**config.mk**
```make
export PLATFORM = sky130hd
export DESIGN_NAME = coin_acceptor
export DESIGN_NICKNAME = d
export VERILOG_FILES = /design/src/rtl/coin_acceptor.sv
export SDC_FILE = /design/constraint.sdc
export NUM_CORES = 1
export LEC_CHECK = 0
export ABC_AREA = 1
export CELL_PAD_IN_SITES_DETAIL_PLACEMENT = 1
export CELL_PAD_IN_SITES_GLOBAL_PLACEMENT = 1
export CORE_MARGIN = 2
export CORE_UTILIZATION = 45
export CTS_BUF_LIST = sky130_fd_sc_hd__clkbuf_4 sky130_fd_sc_hd__clkbuf_8
export DETAILED_ROUTE_END_ITERATION = 10
export DONT_BUFFER_PORTS = 1
export PLACE_DENSITY_LB_ADDON = 0.1
export SYNTH_ARGS = -nofsm -noshare
export SYNTH_HDL_FRONTEND = slang
export SYNTH_SLANG_ARGS = --single-unit
```
**constraint.sdc**
```tcl
create_clock -name CLK -period 1.7 [get_ports CLK]
set_input_delay 0.425 -clock CLK [delete_from_list [all_inputs] [get_ports CLK]]
set_output_delay 0.425 -clock CLK [all_outputs]
set_load 0.05 [all_outputs]
```
**src/rtl/coin_acceptor.sv**
```systemverilog
// Coin-slot front end: synchronises and debounces two raw coin sensors and issues one Coin/Reject pulse per coin.
// Optional saturating acceptance tallies are enabled with `define COIN_TALLY_EN.
module coin_acceptor #(
    parameter int DEBOUNCE_CYCLES = 4,
    parameter int TALLY_W         = 8
) (
    input  logic                CLK,
    input  logic                nRESET,
    input  logic                COIN50_RAW,
    input  logic                COIN100_RAW,
    input  logic                HOLD,
    output logic [1:0]          Coin,
    output logic                Reject,
    output logic                Busy
`ifdef COIN_TALLY_EN
    ,
    output logic [TALLY_W-1:0]  Tally50,
    output logic [TALLY_W-1:0]  Tally100
`endif
);

    localparam int                CNT_W      = $clog2(DEBOUNCE_CYCLES + 1);
    localparam logic [CNT_W-1:0]  CNT_TARGET = CNT_W'(DEBOUNCE_CYCLES);
    localparam bit                ONE_CYCLE  = (DEBOUNCE_CYCLES == 1);

    generate
        if (DEBOUNCE_CYCLES < 1 || TALLY_W < 1) begin : g_bad_param
            $error("coin_acceptor: DEBOUNCE_CYCLES and TALLY_W must be >= 1");
        end
    endgenerate

    typedef enum logic [2:0] {
        S_IDLE,
        S_DEBOUNCE,
        S_EMIT,
        S_REJECT,
        S_RELEASE
    } state_t;

    // Bit 0 carries the 50 sensor, bit 1 the 100 sensor.
    logic [1:0]       meta_q;
    logic [1:0]       sync_q;
    logic             s50;
    logic             s100;

    state_t           state_q;
    logic [CNT_W-1:0] cnt_q;
    logic [CNT_W-1:0] cnt_d;
    logic             coin_sel_q;   // 0 = 50 coin, 1 = 100 coin
    logic [1:0]       coin_q;
    logic             reject_q;
    logic             busy_q;
    logic             own_in;
    logic             other_in;

    always_ff @(posedge CLK or negedge nRESET) begin
        if (!nRESET) begin
            meta_q <= 2'b00;
            sync_q <= 2'b00;
        end else begin
            meta_q <= {COIN100_RAW, COIN50_RAW};
            sync_q <= meta_q;
        end
    end

    assign s50      = sync_q[0];
    assign s100     = sync_q[1];
    assign own_in   = coin_sel_q ? s100 : s50;
    assign other_in = coin_sel_q ? s50  : s100;
    assign cnt_d    = cnt_q + CNT_W'(1);

    always_ff @(posedge CLK or negedge nRESET) begin
        if (!nRESET) begin
            state_q    <= S_IDLE;
            cnt_q      <= '0;
            coin_sel_q <= 1'b0;
            coin_q     <= 2'b00;
            reject_q   <= 1'b0;
            busy_q     <= 1'b0;
        end else begin
            coin_q   <= 2'b00;
            reject_q <= 1'b0;
            case (state_q)
                S_IDLE: begin
                    if (s50 && s100) begin
                        state_q <= S_REJECT;
                        cnt_q   <= '0;
                        busy_q  <= 1'b1;
                    end else if (s50 ^ s100) begin
                        coin_sel_q <= s100;
                        busy_q     <= 1'b1;
                        // The first stable sample already counts towards qualification.
                        if (ONE_CYCLE) begin
                            state_q <= S_EMIT;
                            cnt_q   <= '0;
                        end else begin
                            state_q <= S_DEBOUNCE;
                            cnt_q   <= CNT_W'(1);
                        end
                    end
                end
                S_DEBOUNCE: begin
                    // A second coin showing up wins over the first one vanishing: the slot is ambiguous.
                    if (other_in) begin
                        state_q <= S_REJECT;
                        cnt_q   <= '0;
                    end else if (!own_in) begin
                        state_q <= S_IDLE;
                        cnt_q   <= '0;
                        busy_q  <= 1'b0;
                    end else if (cnt_d == CNT_TARGET) begin
                        state_q <= S_EMIT;
                        cnt_q   <= '0;
                    end else begin
                        cnt_q <= cnt_d;
                    end
                end
                S_EMIT: begin
                    if (HOLD) begin
                        reject_q <= 1'b1;
                    end else begin
                        coin_q <= coin_sel_q ? 2'b10 : 2'b01;
                    end
                    state_q <= S_RELEASE;
                    cnt_q   <= '0;
                end
                S_REJECT: begin
                    reject_q <= 1'b1;
                    state_q  <= S_RELEASE;
                    cnt_q    <= '0;
                end
                S_RELEASE: begin
                    if (s50 || s100) begin
                        cnt_q <= '0;
                    end else if (cnt_d == CNT_TARGET) begin
                        state_q <= S_IDLE;
                        cnt_q   <= '0;
                        busy_q  <= 1'b0;
                    end else begin
                        cnt_q <= cnt_d;
                    end
                end
                default: begin
                    state_q <= S_IDLE;
                    cnt_q   <= '0;
                    busy_q  <= 1'b0;
                end
            endcase
        end
    end

    assign Coin   = coin_q;
    assign Reject = reject_q;
    assign Busy   = busy_q;

`ifdef COIN_TALLY_EN
    logic [TALLY_W-1:0] tally50_q;
    logic [TALLY_W-1:0] tally100_q;
    logic [TALLY_W-1:0] tally50_d;
    logic [TALLY_W-1:0] tally100_d;
    logic               accept_w;

    // Counts only coins actually handed downstream; held or rejected coins are not tallied.
    assign accept_w = (state_q == S_EMIT) && !HOLD;

    always_comb begin
        tally50_d  = tally50_q;
        tally100_d = tally100_q;
        if (accept_w) begin
            if (!coin_sel_q && (tally50_q != '1)) begin
                tally50_d = tally50_q + TALLY_W'(1);
            end
            if (coin_sel_q && (tally100_q != '1)) begin
                tally100_d = tally100_q + TALLY_W'(1);
            end
        end
    end

    always_ff @(posedge CLK or negedge nRESET) begin
        if (!nRESET) begin
            tally50_q  <= '0;
            tally100_q <= '0;
        end else begin
            tally50_q  <= tally50_d;
            tally100_q <= tally100_d;
        end
    end

    assign Tally50  = tally50_q;
    assign Tally100 = tally100_q;
`endif

endmodule

```
==> impl_metrics.env, run 1 <==
export IMPL_status="completed"
export IMPL_crit_path_end_kind="flop"
export IMPL_maxCapViolCount=0
export IMPL_dr_wl_met2_um=793
export IMPL_power_leakage_uw=0.000442
export IMPL_wl_met3_um=63
export IMPL_clkLatencyLatePin_ps=300
export IMPL_gp_congestion=0.817
export IMPL_drt_iter0_drc=3
export IMPL_cp_max_fo=4
export IMPL_finalCoreUtilization=0.532
export IMPL_hold_depth=0
export IMPL_ys_warn_count=0
export IMPL_port_buffer_count=0
export IMPL_initial_utilization=0.493
export IMPL_rows=14
export IMPL_final_hold_viol_count=0
export IMPL_period_share=0.892
export IMPL_worstReg2RegEnd="Busy"
export IMPL_syn_area_um2=759
export IMPL_top_layer_used="met4"
export IMPL_post_dp_hpwl_um=1220
export IMPL_hp_start="COIN50_RAW"
export IMPL_synth_top_area_cell="dfrtp_1"
export IMPL_grt_first_pass_wirelength_um=2730
export IMPL_relSlewSlack=0.550
export IMPL_reg2reg_depth=7
export IMPL_finalSetupTns_ps=0
export IMPL_layout_min_cycle_time_ps=1520
export IMPL_yosys_register_bits=15
export IMPL_cp_arrival_ps=1700
export IMPL_rrSetupSlack_ps=180
export IMPL_worst_clock_skew_ps=5.88
export IMPL_path_class="reg -> reg"
export IMPL_grt_max_degree=16
export IMPL_worst_pin_slew_ps=672
export IMPL_clk_transition_reported_paths_ps=90
export IMPL_avgSynthCellArea_um2=8.26
export IMPL_rr_startpoint="cnt_q[0]"
export IMPL_die_y_um=45.1
export IMPL_yosys_area_top_type_share=0.494
export IMPL_syn_num_nets=101
export IMPL_max_freq_mhz=659
export IMPL_drc_errors=0
export IMPL_nFillCells=201
export IMPL_syn_inst=92
export IMPL_syn2layout_area_growth_pct=7.91
export IMPL_drt_pre_antenna_iters=4
export IMPL_ctsLongestPathBuffers=2
export IMPL_grt_total_usage=0.198
export IMPL_totalWireLength_um=1590
export IMPL_cp_start_kind="flop"
export IMPL_diodes=0
export IMPL_antenna_found_initial=0
export IMPL_nets=107
export IMPL_fp_dieW_um=45.1
export IMPL_io_pins=9
export IMPL_rsz0062_at_grt="false"
export IMPL_routedWlPerCell_um=14.1
export IMPL_cts_tree="done"
export IMPL_setup_viol=0
export IMPL_synth_cell_type_count=17
export IMPL_yosys_top_cells_area="dfrtp_1, nand2_1, inv_1, ha_1, nand3_1"
export IMPL_die_area_um2=2030
export IMPL_grt_pass1_vias=636
export IMPL_hold_path_class="in -> reg"
export IMPL_grt_ovfl_total=0
export IMPL_critPathRequiredTime_ps=1890
export IMPL_cts_buffers=3
export IMPL_core_area_um2=1540
export IMPL_num_vias=598
export IMPL_yosysSeqAreaShare=0.494
export IMPL_vdd_drop_max_mv=0.691
export IMPL_htreeDepth=1
export IMPL_slew_violations=0
export IMPL_wl_met1_um=700
export IMPL_layout_drive_gt1_share=0.165
export IMPL_whs_endpoint="meta_q[0]"
export IMPL_power_density_nw_per_um2=1580
export IMPL_via_per_inst=5.29
export IMPL_ant_nets=0
export IMPL_cts_root_buf="clkbuf_4"
export IMPL_numClockSinks=15
==> flip-flops by register name (all words and copies together), names as in the netlist <==
signal      count
state_q         3
coin_sel_q      1
cnt_q           3
Busy            1
Reject          1
sync_q          2
Coin            2
meta_q          2
==> kinds of logic (layout without fill, tap and decap cells) <==
| kind of cell | Yosys count | after routing | synth area share |
|---|---|---|---|
| fa+ha+maj | 4 | 4 | 0.0659 |
| simple gates | 52 | 52 | 0.318 |
| flops | 15 | 15 | 0.494 |
| compound gates | 5 | 5 | 0.0428 |
| buf+inv | 16 | 21 | 0.0791 |
==> layout by cell type (no fill, tap or decap), drive strengths merged <==
| cell | n |
|---|---|
| a21oi | 2 |
| clkbuf | 3 |
| clkinvlp | 1 |
| dfrtp | 15 |
| dlygate4sd3 | 1 |
| ha | 4 |
| inv | 16 |
| nand2 | 30 |
| nand3 | 8 |
| nand4 | 2 |
| nor2 | 8 |
| nor3 | 3 |
| o21ai | 3 |
| or2 | 1 |
==> repair_timing <==
item	CTS	global route
hold endpoints to repair	15	0
buffers inserted	0	0
resized for setup	0	0
hold buffers	1	0
==> report_power, final <==
group          internal (uW)  total, uW  switching, uW  leakage, uW
Combinational            163        469            306     0.000237
Clock                   89.8        213            123    0.0000139
Sequential               440        616            176     0.000192
Total                    693       1300            606     0.000442
==> layout make-up <==
cell class	count	area [um2]	area share
clock buffer	3	22.5	0.0275
sequential	15	375	0.458
tap	16	20.0	0.0244
clock inverter	1	7.51	0.00916
timing repair buffer	1	10.0	0.0122
inverter	16	60.1	0.0733
multi-input combinational	61	324	0.395
==> layer usage <==
metal  global-route usage  up-vias
met2                0.326        9
met4                0.106        0
li1                     -      297
met3               0.0720        5
met1                0.221      287
met5                    0        -
==> worst max-delay path, stage by stage, from the launching register on <==
cell and delay [ps]:
dfrtp_1 420, ha_1 230, nand2_1 80, nand3_1 160, a21oi_2 250, nand3_1 130
nand2_1 80, nand2_1 60
==> worst max-delay path by stage <==
stage | to | start | cells after the start | slack, ps
floorplan | state_q[2] | cnt_q[0] | 7 | 380
global placement | Busy | cnt_q[0] | 7 | 310
detailed placement | Busy | cnt_q[0] | 7 | 210
CTS | Busy | cnt_q[0] | 7 | 180
global route | Busy | cnt_q[0] | 7 | 80
finish | Busy | cnt_q[0] | 7 | 180
==> cells in the mapped netlist (all sizes together) <==
library cell	number
nand2	30
inv	16
dfrtp	15
nand3	8
nor2	8
ha	4
nor3	3
o21ai	3
a21oi	2
nand4	2
or2	1
==> through the flow <==
step | power [uW] | setup WS (ps) | cell area [um2] | cells | hold slack [ps]
CTS | 1310 | 177 | 820 | 113 | 135
floorplan | 956 | 384 | 759 | 92 | 129
global route | 1410 | 78.0 | 820 | 113 | 131
global placement | 1050 | 311 | 779 | 108 | 130
detailed placement | 1080 | 209 | 779 | 108 | 130
finish | 1300 | 183 | 820 | 113 | 146
(Power assumes the default switching activity.)
==> run 2, diff against run 1 <==
--- a/config.mk
+++ b/config.mk
@@ -9,10 +9,11 @@
 export CELL_PAD_IN_SITES_DETAIL_PLACEMENT = 1
 export CELL_PAD_IN_SITES_GLOBAL_PLACEMENT = 1
 export CORE_MARGIN = 2
-export CORE_UTILIZATION = 45
+export CORE_UTILIZATION = 43
 export CTS_BUF_LIST = sky130_fd_sc_hd__clkbuf_4 sky130_fd_sc_hd__clkbuf_8
 export DETAILED_ROUTE_END_ITERATION = 10
 export DONT_BUFFER_PORTS = 1
+export GPL_ROUTABILITY_DRIVEN = 0
 export PLACE_DENSITY_LB_ADDON = 0.1
 export SYNTH_ARGS = -nofsm -noshare
 export SYNTH_HDL_FRONTEND = slang
==> constraint.sdc (replaced) <==
create_clock -name CLK -period 1.38 [get_ports CLK]
set_input_delay 0.345 -clock CLK [delete_from_list [all_inputs] [get_ports CLK]]
set_output_delay 0.345 -clock CLK [all_outputs]
set_load 0.05 [all_outputs]
==> run 2 against run 1 <==
Routed wire length grew 8.2%. Total power grew 34%. Critical path depth is the same. First-iteration DRC count grew 100%. Utilization grew 2.1 points. Worst setup slack lost 150 ps. Flip-flop and latch count is the same. Largest power group unchanged. Non-clock buffer count grew 6. Via count grew 2.5%. Clock-buffer cell count grew 1. Cell area grew 14%.
==> impl_metrics.env, run 2 (synthesis gave the netlist of run 1 again) <==
export IMPL_status="completed"
export IMPL_totalWireLength_um=1720
export IMPL_cp_start_kind="flop"
export IMPL_layout_min_cycle_time_ps=1350
export IMPL_power_leakage_uw=0.000475
export IMPL_num_vias=613
export IMPL_diodes=0
export IMPL_relSlewSlack=0.524
export IMPL_drc_errors=0
export IMPL_reg2reg_depth=7
export IMPL_hold_depth=0
export IMPL_die_area_um2=2120
export IMPL_ant_nets=0
export IMPL_routedWlPerCell_um=14.3
export IMPL_rrSetupSlack_ps=30
export IMPL_cts_root_buf="clkbuf_4"
export IMPL_antenna_found_initial=0
export IMPL_setup_viol=0
export IMPL_post_dp_hpwl_um=1190
export IMPL_maxCapViolCount=0
export IMPL_hold_path_class="in -> reg"
export IMPL_crit_path_end_kind="flop"
export IMPL_io_pins=9
export IMPL_numClockSinks=15
export IMPL_clk_transition_reported_paths_ps=90
export IMPL_syn2layout_area_growth_pct=22.9
export IMPL_worstReg2RegEnd="state_q[2]"
export IMPL_period_share=0.978
export IMPL_place_ws_ps=4.19
export IMPL_grt_pass1_vias=616
export IMPL_port_buffer_count=0
export IMPL_nets=113
export IMPL_die_y_um=46.0
export IMPL_drt_pre_antenna_iters=3
export IMPL_p_total_uw=1740
export IMPL_grt_total_usage=0.177
export IMPL_worst_clock_skew_ps=3.49
export IMPL_crit_start="cnt_q[1]"
export IMPL_worst_pin_slew_ps=711
export IMPL_power_density_nw_per_um2=1860
export IMPL_fp_dieW_um=46.0
export IMPL_cts_tree="done"
export IMPL_setup_ws_ps=30.2
export IMPL_rsz0062_at_grt="true"
export IMPL_slew_violations=0
export IMPL_clkLatencyLatePin_ps=290
export IMPL_rr_startpoint="cnt_q[1]"
export IMPL_core_area_um2=1690
export IMPL_fin_cells=120
export IMPL_grt_first_pass_wirelength_um=2540
export IMPL_finalSetupTns_ps=0
export IMPL_path_class="reg -> reg"
export IMPL_whs_endpoint="meta_q[1]"
export IMPL_top_regs="cnt_q x3, state_q x3"
export IMPL_final_common_cell="nand2_1"
export IMPL_layout_cells_most_common_list="nand2_1, dfrtp_1, inv_1"
export IMPL_cp_max_fo=4
export IMPL_layout_drive_gt1_share=0.320
export IMPL_grt_max_degree=16
export IMPL_dp_cells=111
export IMPL_holdWs_ps=74.3
export IMPL_critPathRequiredTime_ps=1560
export IMPL_rows=15
export IMPL_drt_iter0_drc=6
export IMPL_max_freq_mhz=741
export IMPL_vdd_drop_max_mv=0.800
export IMPL_cts_buffers=3
export IMPL_grt_ovfl_total=0
export IMPL_hp_start="COIN100_RAW"
export IMPL_ctsLongestPathBuffers=2
export IMPL_initial_utilization=0.450
export IMPL_final_hold_viol_count=0
export IMPL_htreeDepth=1
export IMPL_via_per_inst=5.11
export IMPL_cp_arrival_ps=1530
## run 2: worst max-delay path: stages, from the launching register on
cell and delay (ps):
dfrtp_1 410, ha_2 210, nand2_2 90, nand3_4 100, a21oi_4 200, nand3_2 110, nand2_1 70, nand2_1 50
## run 2: area by class of cell
| class | count | area [um2] |
|---|---|---|
| fillers | 200 | 756 |
| multi-input cells | 61 | 388 |
| flip-flops and latches | 15 | 375 |
| inverters | 16 | 60.1 |
| repair buffers | 7 | 58.8 |
| clock buffers | 4 | 30.0 |
| well taps | 17 | 21.3 |
## run 2: per-layer routing
layer,part of all wire,vias up,wire length (um),GRT usage
met2,0.51,9,874,0.267
met5,0,-,0,0
met3,0.024,5,42,0.0357
li1,-,307,-,-
met4,0.022,0,37,0.103
met1,0.45,292,765,0.231
## run 2: metrics by stage
stage	utilization	area, um2
floorplan	-	759
global placement	0.471	796
detailed placement	0.471	796
CTS	0.507	856
global route	0.553	933
finish	0.553	933
## run 2: timing repair
action | 4_1_cts | 5_1_grt
hold buffers | 1 | 0
setup endpoints to repair | 2 | 5
gates resized for setup | 1 | 17
endpoints found under the hold margin | 15 | 0
pin swaps | 2 | 5
setup buffers | 2 | 2
## run 2: worst max-delay path by stage
| stage | to | slack [ps] | cells after the start |
|---|---|---|---|
| 6_report | state_q[2] | 30 | 7 |
| 5_1_grt | state_q[2] | -30 | 8 |
| 4_1_cts | state_q[2] | 10 | 7 |
| 3_5_place_dp | state_q[2] | 4 | 7 |
| 3_3_place_gp | state_q[2] | 30 | 8 |
| 2_1_floorplan | state_q[2] | 60 | 7 |
## run 2: report_power, final
part           total [uW]  switching, uW  internal (uW)
registers             752            209            543
logic                 709            437            272
clock network         275            142            132
